[src/rtl/pid_pkg.sv]
// Shared types and constants for the PID actuator output stage.
package pid_pkg;

    // Width of the signed control word produced by the PID.
    localparam int CTRL_W = 16;

    // Operating states of the PWM output stage.
    typedef enum logic [1:0] {
        IDLE  = 2'd0,
        RUN   = 2'd1,
        DRAIN = 2'd2
    } pwm_state_t;

    // True when the counter width, period and sample point form a usable
    // combination: the period fits the counter, the clamp can slice the
    // control word, and the PID strobe lands at least one cycle before the wrap.
    function automatic bit pwmParamsOk(input int cntW, input int period, input int sampleAt);
        bit ok;
        ok = (cntW >= 1) && (cntW <= CTRL_W);
        ok = ok && (period >= 4) && (period <= (2 ** cntW) - 1);
        ok = ok && (sampleAt >= 0) && (sampleAt <= period - 2);
        return ok;
    endfunction

endpackage

[src/rtl/pid_pwm_out_if.sv]
// Control/status bundle between the PID side and the PWM output stage.
interface pid_pwm_out_if
    import pid_pkg::*;
#(
    parameter int CNT_W = 12
);

    logic                     run;
    logic signed [CTRL_W-1:0] control;
    logic                     pwm;
    logic                     pid_en;
    logic [CNT_W-1:0]         duty;
    logic                     sat_hi;
    logic                     sat_lo;
    logic                     busy;

    // The PID/supervisor side drives run and control and watches the status.
    modport master (
        output run, control,
        input  pwm, pid_en, duty, sat_hi, sat_lo, busy
    );

    // The output stage consumes run and control and drives everything else.
    modport slave (
        input  run, control,
        output pwm, pid_en, duty, sat_hi, sat_lo, busy
    );

endinterface

[src/rtl/pid_duty_clamp.sv]
// Combinational clamp of the signed control word into the legal duty range 0..PERIOD.
module pid_duty_clamp
    import pid_pkg::*;
#(
    parameter int CNT_W  = 12,
    parameter int PERIOD = 1000
) (
    input  logic signed [CTRL_W-1:0] control_i,
    output logic [CNT_W-1:0]         duty_o,
    output logic                     hi_o,
    output logic                     lo_o
);

    localparam logic signed [CTRL_W:0] PERIOD_S = (CTRL_W + 1)'(PERIOD);
    localparam logic [CNT_W-1:0]       PERIOD_U = CNT_W'(PERIOD);

    // One extra bit keeps the comparison against PERIOD safely signed.
    logic signed [CTRL_W:0] ctrlExt;
    assign ctrlExt = {control_i[CTRL_W-1], control_i};

    // Negative words floor at zero, words beyond PERIOD cap at PERIOD; exactly 0 and PERIOD pass unflagged.
    always_comb begin
        duty_o = control_i[CNT_W-1:0];
        hi_o   = 1'b0;
        lo_o   = 1'b0;
        if (control_i[CTRL_W-1]) begin
            duty_o = '0;
            lo_o   = 1'b1;
        end else if (ctrlExt > PERIOD_S) begin
            duty_o = PERIOD_U;
            hi_o   = 1'b1;
        end
    end

endmodule

[src/rtl/pid_pwm_out.sv]
// PWM actuator stage: period counter, run/drain FSM, double-buffered duty and PID pacing strobe.
module pid_pwm_out
    import pid_pkg::*;
#(
    parameter int CNT_W     = 12,
    parameter int PERIOD    = 1000,
    parameter int SAMPLE_AT = 0
) (
    input  logic          clk,
    input  logic          reset,
    pid_pwm_out_if.slave  bus
);

    localparam logic [CNT_W-1:0] LAST_CNT   = CNT_W'(PERIOD - 1);
    localparam logic [CNT_W-1:0] SAMPLE_CNT = CNT_W'(SAMPLE_AT);

    // Refuse to elaborate with a parameter set the counter or strobe timing cannot honour.
    if (!pwmParamsOk(CNT_W, PERIOD, SAMPLE_AT)) begin : gBadParams
        $error("pid_pwm_out: illegal CNT_W/PERIOD/SAMPLE_AT combination");
    end

    pwm_state_t       state_q, state_d;
    logic [CNT_W-1:0] cnt_q, cnt_d;
    logic [CNT_W-1:0] duty_q, duty_d;
    logic             satHi_q, satHi_d;
    logic             satLo_q, satLo_d;
    logic             pwm_q, pwm_d;
    logic             pidEn_q, pidEn_d;
    logic             busy_q, busy_d;

    logic [CNT_W-1:0] clampDuty;
    logic             clampHi;
    logic             clampLo;
    logic             wrap;
    logic             load;

    pid_duty_clamp #(
        .CNT_W  (CNT_W),
        .PERIOD (PERIOD)
    ) uClamp (
        .control_i (bus.control),
        .duty_o    (clampDuty),
        .hi_o      (clampHi),
        .lo_o      (clampLo)
    );

    assign wrap = (cnt_q == LAST_CNT);

    // Next-state logic; the duty buffer only reloads on a start or on a wrap that stays active.
    always_comb begin
        state_d = state_q;
        cnt_d   = cnt_q;
        duty_d  = duty_q;
        satHi_d = satHi_q;
        satLo_d = satLo_q;
        load    = 1'b0;

        unique case (state_q)
            IDLE: begin
                cnt_d = '0;
                if (bus.run) begin
                    state_d = RUN;
                    load    = 1'b1;
                end
            end
            RUN: begin
                cnt_d = wrap ? '0 : cnt_q + CNT_W'(1);
                load  = wrap;
                if (!bus.run) begin
                    state_d = DRAIN;
                end
            end
            DRAIN: begin
                cnt_d = wrap ? '0 : cnt_q + CNT_W'(1);
                if (bus.run) begin
                    state_d = RUN;
                    load    = wrap;
                end else if (wrap) begin
                    state_d = IDLE;
                end
            end
            default: begin
                state_d = IDLE;
                cnt_d   = '0;
            end
        endcase

        if (load) begin
            duty_d  = clampDuty;
            satHi_d = clampHi;
            satLo_d = clampLo;
        end

        pwm_d   = (state_d != IDLE) && (cnt_d < duty_d);
        pidEn_d = (state_d == RUN) && (cnt_d == SAMPLE_CNT);
        busy_d  = (state_d != IDLE);
    end

    // State, counter and every output are registered together so they always agree cycle for cycle.
    always_ff @(posedge clk or posedge reset) begin
        if (reset) begin
            state_q <= IDLE;
            cnt_q   <= '0;
            duty_q  <= '0;
            satHi_q <= 1'b0;
            satLo_q <= 1'b0;
            pwm_q   <= 1'b0;
            pidEn_q <= 1'b0;
            busy_q  <= 1'b0;
        end else begin
            state_q <= state_d;
            cnt_q   <= cnt_d;
            duty_q  <= duty_d;
            satHi_q <= satHi_d;
            satLo_q <= satLo_d;
            pwm_q   <= pwm_d;
            pidEn_q <= pidEn_d;
            busy_q  <= busy_d;
        end
    end

    assign bus.pwm    = pwm_q;
    assign bus.pid_en = pidEn_q;
    assign bus.duty   = duty_q;
    assign bus.sat_hi = satHi_q;
    assign bus.sat_lo = satLo_q;
    assign bus.busy   = busy_q;

endmodule

[src/flat_wrapper.sv]
// flat-port wrapper written by rule: the top's interface ports become plain ports
module pid_pwm_out_flat import pid_pkg::*;
#(
    parameter int CNT_W     = 12,
    parameter int PERIOD    = 1000,
    parameter int SAMPLE_AT = 0
)
  (clk, reset, bus_run, bus_control, bus_pwm, bus_pid_en, bus_duty, bus_sat_hi, bus_sat_lo, bus_busy);
  pid_pwm_out_if #(.CNT_W(CNT_W)) bus_i ();
  input  logic clk;
  input  logic reset;
  input wire logic [$bits(bus_i.run)-1:0] bus_run;
  input wire logic [$bits(bus_i.control)-1:0] bus_control;
  output wire logic [$bits(bus_i.pwm)-1:0] bus_pwm;
  output wire logic [$bits(bus_i.pid_en)-1:0] bus_pid_en;
  output wire logic [$bits(bus_i.duty)-1:0] bus_duty;
  output wire logic [$bits(bus_i.sat_hi)-1:0] bus_sat_hi;
  output wire logic [$bits(bus_i.sat_lo)-1:0] bus_sat_lo;
  output wire logic [$bits(bus_i.busy)-1:0] bus_busy;
  assign bus_i.run = bus_run;
  assign bus_i.control = bus_control;
  assign bus_pwm = bus_i.pwm;
  assign bus_pid_en = bus_i.pid_en;
  assign bus_duty = bus_i.duty;
  assign bus_sat_hi = bus_i.sat_hi;
  assign bus_sat_lo = bus_i.sat_lo;
  assign bus_busy = bus_i.busy;
  pid_pwm_out #(.CNT_W(CNT_W), .PERIOD(PERIOD), .SAMPLE_AT(SAMPLE_AT)) u_core (.clk(clk), .reset(reset), .bus(bus_i));
endmodule
[config.mk]
export PLATFORM = sky130hd
export DESIGN_NAME = pid_pwm_out_flat
export DESIGN_NICKNAME = d
export VERILOG_FILES = /design/src/rtl/pid_pkg.sv /design/src/rtl/pid_pwm_out_if.sv /design/src/rtl/pid_duty_clamp.sv /design/src/rtl/pid_pwm_out.sv /design/src/flat_wrapper.sv
export SDC_FILE = /design/constraint.sdc
export NUM_CORES = 1
export LEC_CHECK = 0
export CORE_UTILIZATION = 52
export CTS_CLUSTER_SIZE = 30
export DETAILED_ROUTE_END_ITERATION = 6
export GPL_TIMING_DRIVEN = 0
export HOLD_SLACK_MARGIN = 0.08
export MAX_ROUTING_LAYER = met4
export PLACE_DENSITY = 0.81
export SLEW_MARGIN = 30
export SYNTH_ARGS = -nofsm -noshare
export SYNTH_HDL_FRONTEND = slang
export SYNTH_SLANG_ARGS = --single-unit
[constraint.sdc]
create_clock -name clk -period 3.5 [get_ports clk]
set_input_delay 0.7 -clock clk [delete_from_list [all_inputs] [get_ports clk]]
set_output_delay 0.7 -clock clk [all_outputs]
set_load 0.01 [all_outputs]
==> metrics.md, run 1 <==
| Metric | Value |
|---|---|
| Pre-antenna DRT Iters | 4 |
| Hold Slack | 496 ps |
| Final setup viols | 0 |
| Site row count | 21 |
| Worst Hold Class | reg2reg |
| DRT iter0 DRCs | 43 |
| Leading area contributor after synthesis | dfrtp_1 |
| Syn Inst Count | 203 |
| Post-Synth Adder-Cell Area | 10.2% |
| Skew final | 5.23 ps |
| Total Nets Final | 279 |
| DRC violations left | 0 |
| Post-CTS Setup Bufs | 0 |
| Post-DP HPWL | 3090 um |
| Register Area | 776 um2 |
| Die X-Extent | 63.5 um |
| Critical Path Sink Type | flip-flop |
| CP required | 3680 ps |
| Height of the die | 63.5 um |
| Slowest cell on the critical path | dfrtp_1 |
| Slew @ Worst Pin | 620 ps |
| Vias in the first global route | 1558 |
| Yosys cell types | 49 |
| Clock Latency Late Sink | 280 ps |
| Clock transition at path regs | 60 ps |
| Period minus WS final | 3230 ps |
| Post-synth top flop | dfrtp_1 |
| CTS tree | done |
| Mux cell area share after synthesis | 2.17% |
| Num CTS Buffers | 5 |
| Initial Util | 56.6% |
| Initial antenna violation count | 0 |
| Synth warnings | 0 |
| Critical Path, Cell by Cell | ha_1, and4bb_1, nand3_2, o31a_1, buf_2, nor3_2, a21oi_1, ha_1, a21o_1, a21o_1, a21oi_1, o21ai_1, a211oi_1 |
| Post-Syn Nets | 238 |
| CP max stage delay | 390 ps |
| Core Area | 3470 um2 |
| Post-synthesis sequential area ratio | 39.5% |
| Fillcell total | 291 |
| Crit path max fanout | 10 |
| GPL Wtd Cong | 0.867 |
| Outcome | complete, no violations |
| Slew HR | 58.6% |
| Largest family of logic cells by synthesized area | simple AND/OR/NAND/NOR gates |
| Vias/cell | 5.62 |
| Post-layout util | 70.5% |
| GRT Total Usage | 24.0% |
| Delay-heaviest family, CP | compound AO/OA/AOI/OAI gates |
| Number of H-tree levels | 2 |
| FFs w/ async S/R, synth | 100% |
| IO buf count | 34 |
| Synth Area in XOR/XNOR | 5.35% |
| Synth Area in Compound Gates | 15.5% |
| Post-synth EDFFs | 0 |
| Drt total wl | 4010 um |
| Worst path buffer plus inverter count | 1 |
| GR Overflow Total | 0 |
| Worst VDD drop | 375 uV |
| Clock Tree Buf Depth | 2 |
| Max-slew violations | 0 |
| Commonest non-fill, non-tap cell in the layout | clkdlybuf4s50_1 |
| # diodes | 0 |
| Fin crit share | 92.4% |
| Static leakage | 1.13 nW |
| DR vias | 1624 |
| Hold Violations, Final | 0 |
| Sink Count | 31 |
| Crit Path Category | reg2reg |
| Layout cells sized above 1 | 7.82% |
| Synthesized area | 1960 um2 |
| Avg WL per Cell | 13.9 um |
| Pwr/cell area | 578 nW/um2 |
| Crit start category | flip-flop |
| Synth Register Bits | 31 |
| Cts hold-fix bufs | 0 |
| First-pass GRT wire length | 7150 um |
| Syn_area_per_cell | 9.68 um2 |
| Final ANT Viol Nets | 0 |
| Simple-gate share of the synthesized area | 23.9% |
| Die area | 4030 um2 |
| Setup TNS | 0 ps |
| Synthesis-to-layout area growth | 24.4% |
| Synth top area share | 39.5% |
| # IOs | 36 |
| Worst EP arrival | 3410 ps |
| Top post-synthesis cells by area | dfrtp_1 (39%), ha_1 (10%), a21o_1 (3.8%) |
| Commonest non-fill, non-tap cells in the layout | clkdlybuf4s50_1 (33), dfrtp_1 (31), nor2_1 (18), ha_1 (16), nor3_1 (13) |
| Area of the multi-input gates | 1130 um2 |
| Maximum number of pins on one net before global-route repair | 32 |
| Max-Cap Viols | 0 |
| Root Driver | clkbuf_8 |
| Fmax | 309 MHz |
| Post-CTS Resized | 0 |
per-layer routing:
| layer | global-route usage, % | vias up | share of wire (%) |
|---|---|---|---|
| met3 | 5.98 | 7 | 4.9 |
| met4 | 8.52 | 0 | 1.8 |
| li1 | - | 826 | - |
| met2 | 36.3 | 37 | 46 |
| met1 | 31.1 | 754 | 47 |
| met5 | - | - | 0 |
final timing paths:
| check | end | cells past startpoint | start | slack [ps] |
|---|---|---|---|---|
| max | u_core.bus.pwm$_DFF_PP0_ | 13 | u_core.cnt_q[0]$_DFF_PP0_ | 270 |
| min | u_core.bus.sat_hi$_DFFE_PP0N_ | 2 | u_core.bus.sat_hi$_DFFE_PP0N_ | 500 |
| max reg2reg | u_core.bus.pwm$_DFF_PP0_ | 13 | u_core.cnt_q[0]$_DFF_PP0_ | 270 |
| min reg2reg | u_core.bus.sat_hi$_DFFE_PP0N_ | 2 | u_core.bus.sat_hi$_DFFE_PP0N_ | 500 |
| max in group asynchronous | u_core.cnt_q[10]$_DFF_PP0_ | 2 | reset | 2270 |
| min in group asynchronous | u_core.bus.duty[1]$_DFF_PP0_ | 2 | reset | 820 |
synthesized netlist by cell type (4+ instances only):
master	n
dfrtp_1	31
nand2_1	10
xnor2_1	5
nor2b_1	4
nand3_1	11
ha_1	16
a21o_1	10
nor3_1	14
nor2_1	18
a21oi_1	10
xor2_1	7
o31ai_1	4
inv_1	8
layout make-up:
type / count / share of cell area, %
multi-input combinational: 158 / 46.1
clock buffer: 6 / 2.97
inverter: 8 / 1.23
tap: 46 / 2.36
timing repair buffer: 34 / 14.0
sequential: 31 / 31.7
buffer: 6 / 1.54
through the flow:
stage / cells / setup slack [ps] / area, um2 / total power, W
finish: 289 / 268 / 2440 / 0.00141
global route: 289 / -3.85 / 2440 / 0.00154
CTS: 289 / 131 / 2430 / 0.00142
detailed placement: 283 / -154 / 2360 / 0.00117
global placement: 283 / -133 / 2360 / 0.00116
floorplan: 203 / 730 / 1960 / 0.000918
tightest hold or removal path: stages (launching register included):
cell and delay (ps):
dfrtp_1 340, nand2_1 50, o31ai_1 60
kinds of logic after synthesis:
family / count (synthesis)
AND/OR/NAND/NOR: 83
flip-flops: 31
AO/OA/AOI/OAI: 43
adder cells (fa/ha/maj): 16
buffers and inverters: 14
XOR/XNOR: 12
multiplexers: 4
state kept, by name, indices dropped and copies added (netlist names):
register           cells
u_core.state_q         2
u_core.bus.pid_en      1
u_core.cnt_q          12
u_core.bus.sat_lo      1
u_core.bus.busy        1
u_core.bus.duty       12
u_core.bus.pwm         1
u_core.bus.sat_hi      1
report_power, final:
part	total (W)	internal [W]	switching, W
sequential	0.000508	0.000445	0.0000629
clock	0.000245	0.000132	0.000113
combinational	0.000660	0.000318	0.000343
total	0.00141	0.000894	0.000518
(Power assumes the default switching activity.)
==> inputs of run 2 (changes only) <==
- SLEW_MARGIN: 30 -> 15
- TNS_END_PERCENT: not set -> 1
==> results of run 2 <==
No change in the layout: final DEF, timing and power equal those of run 1.
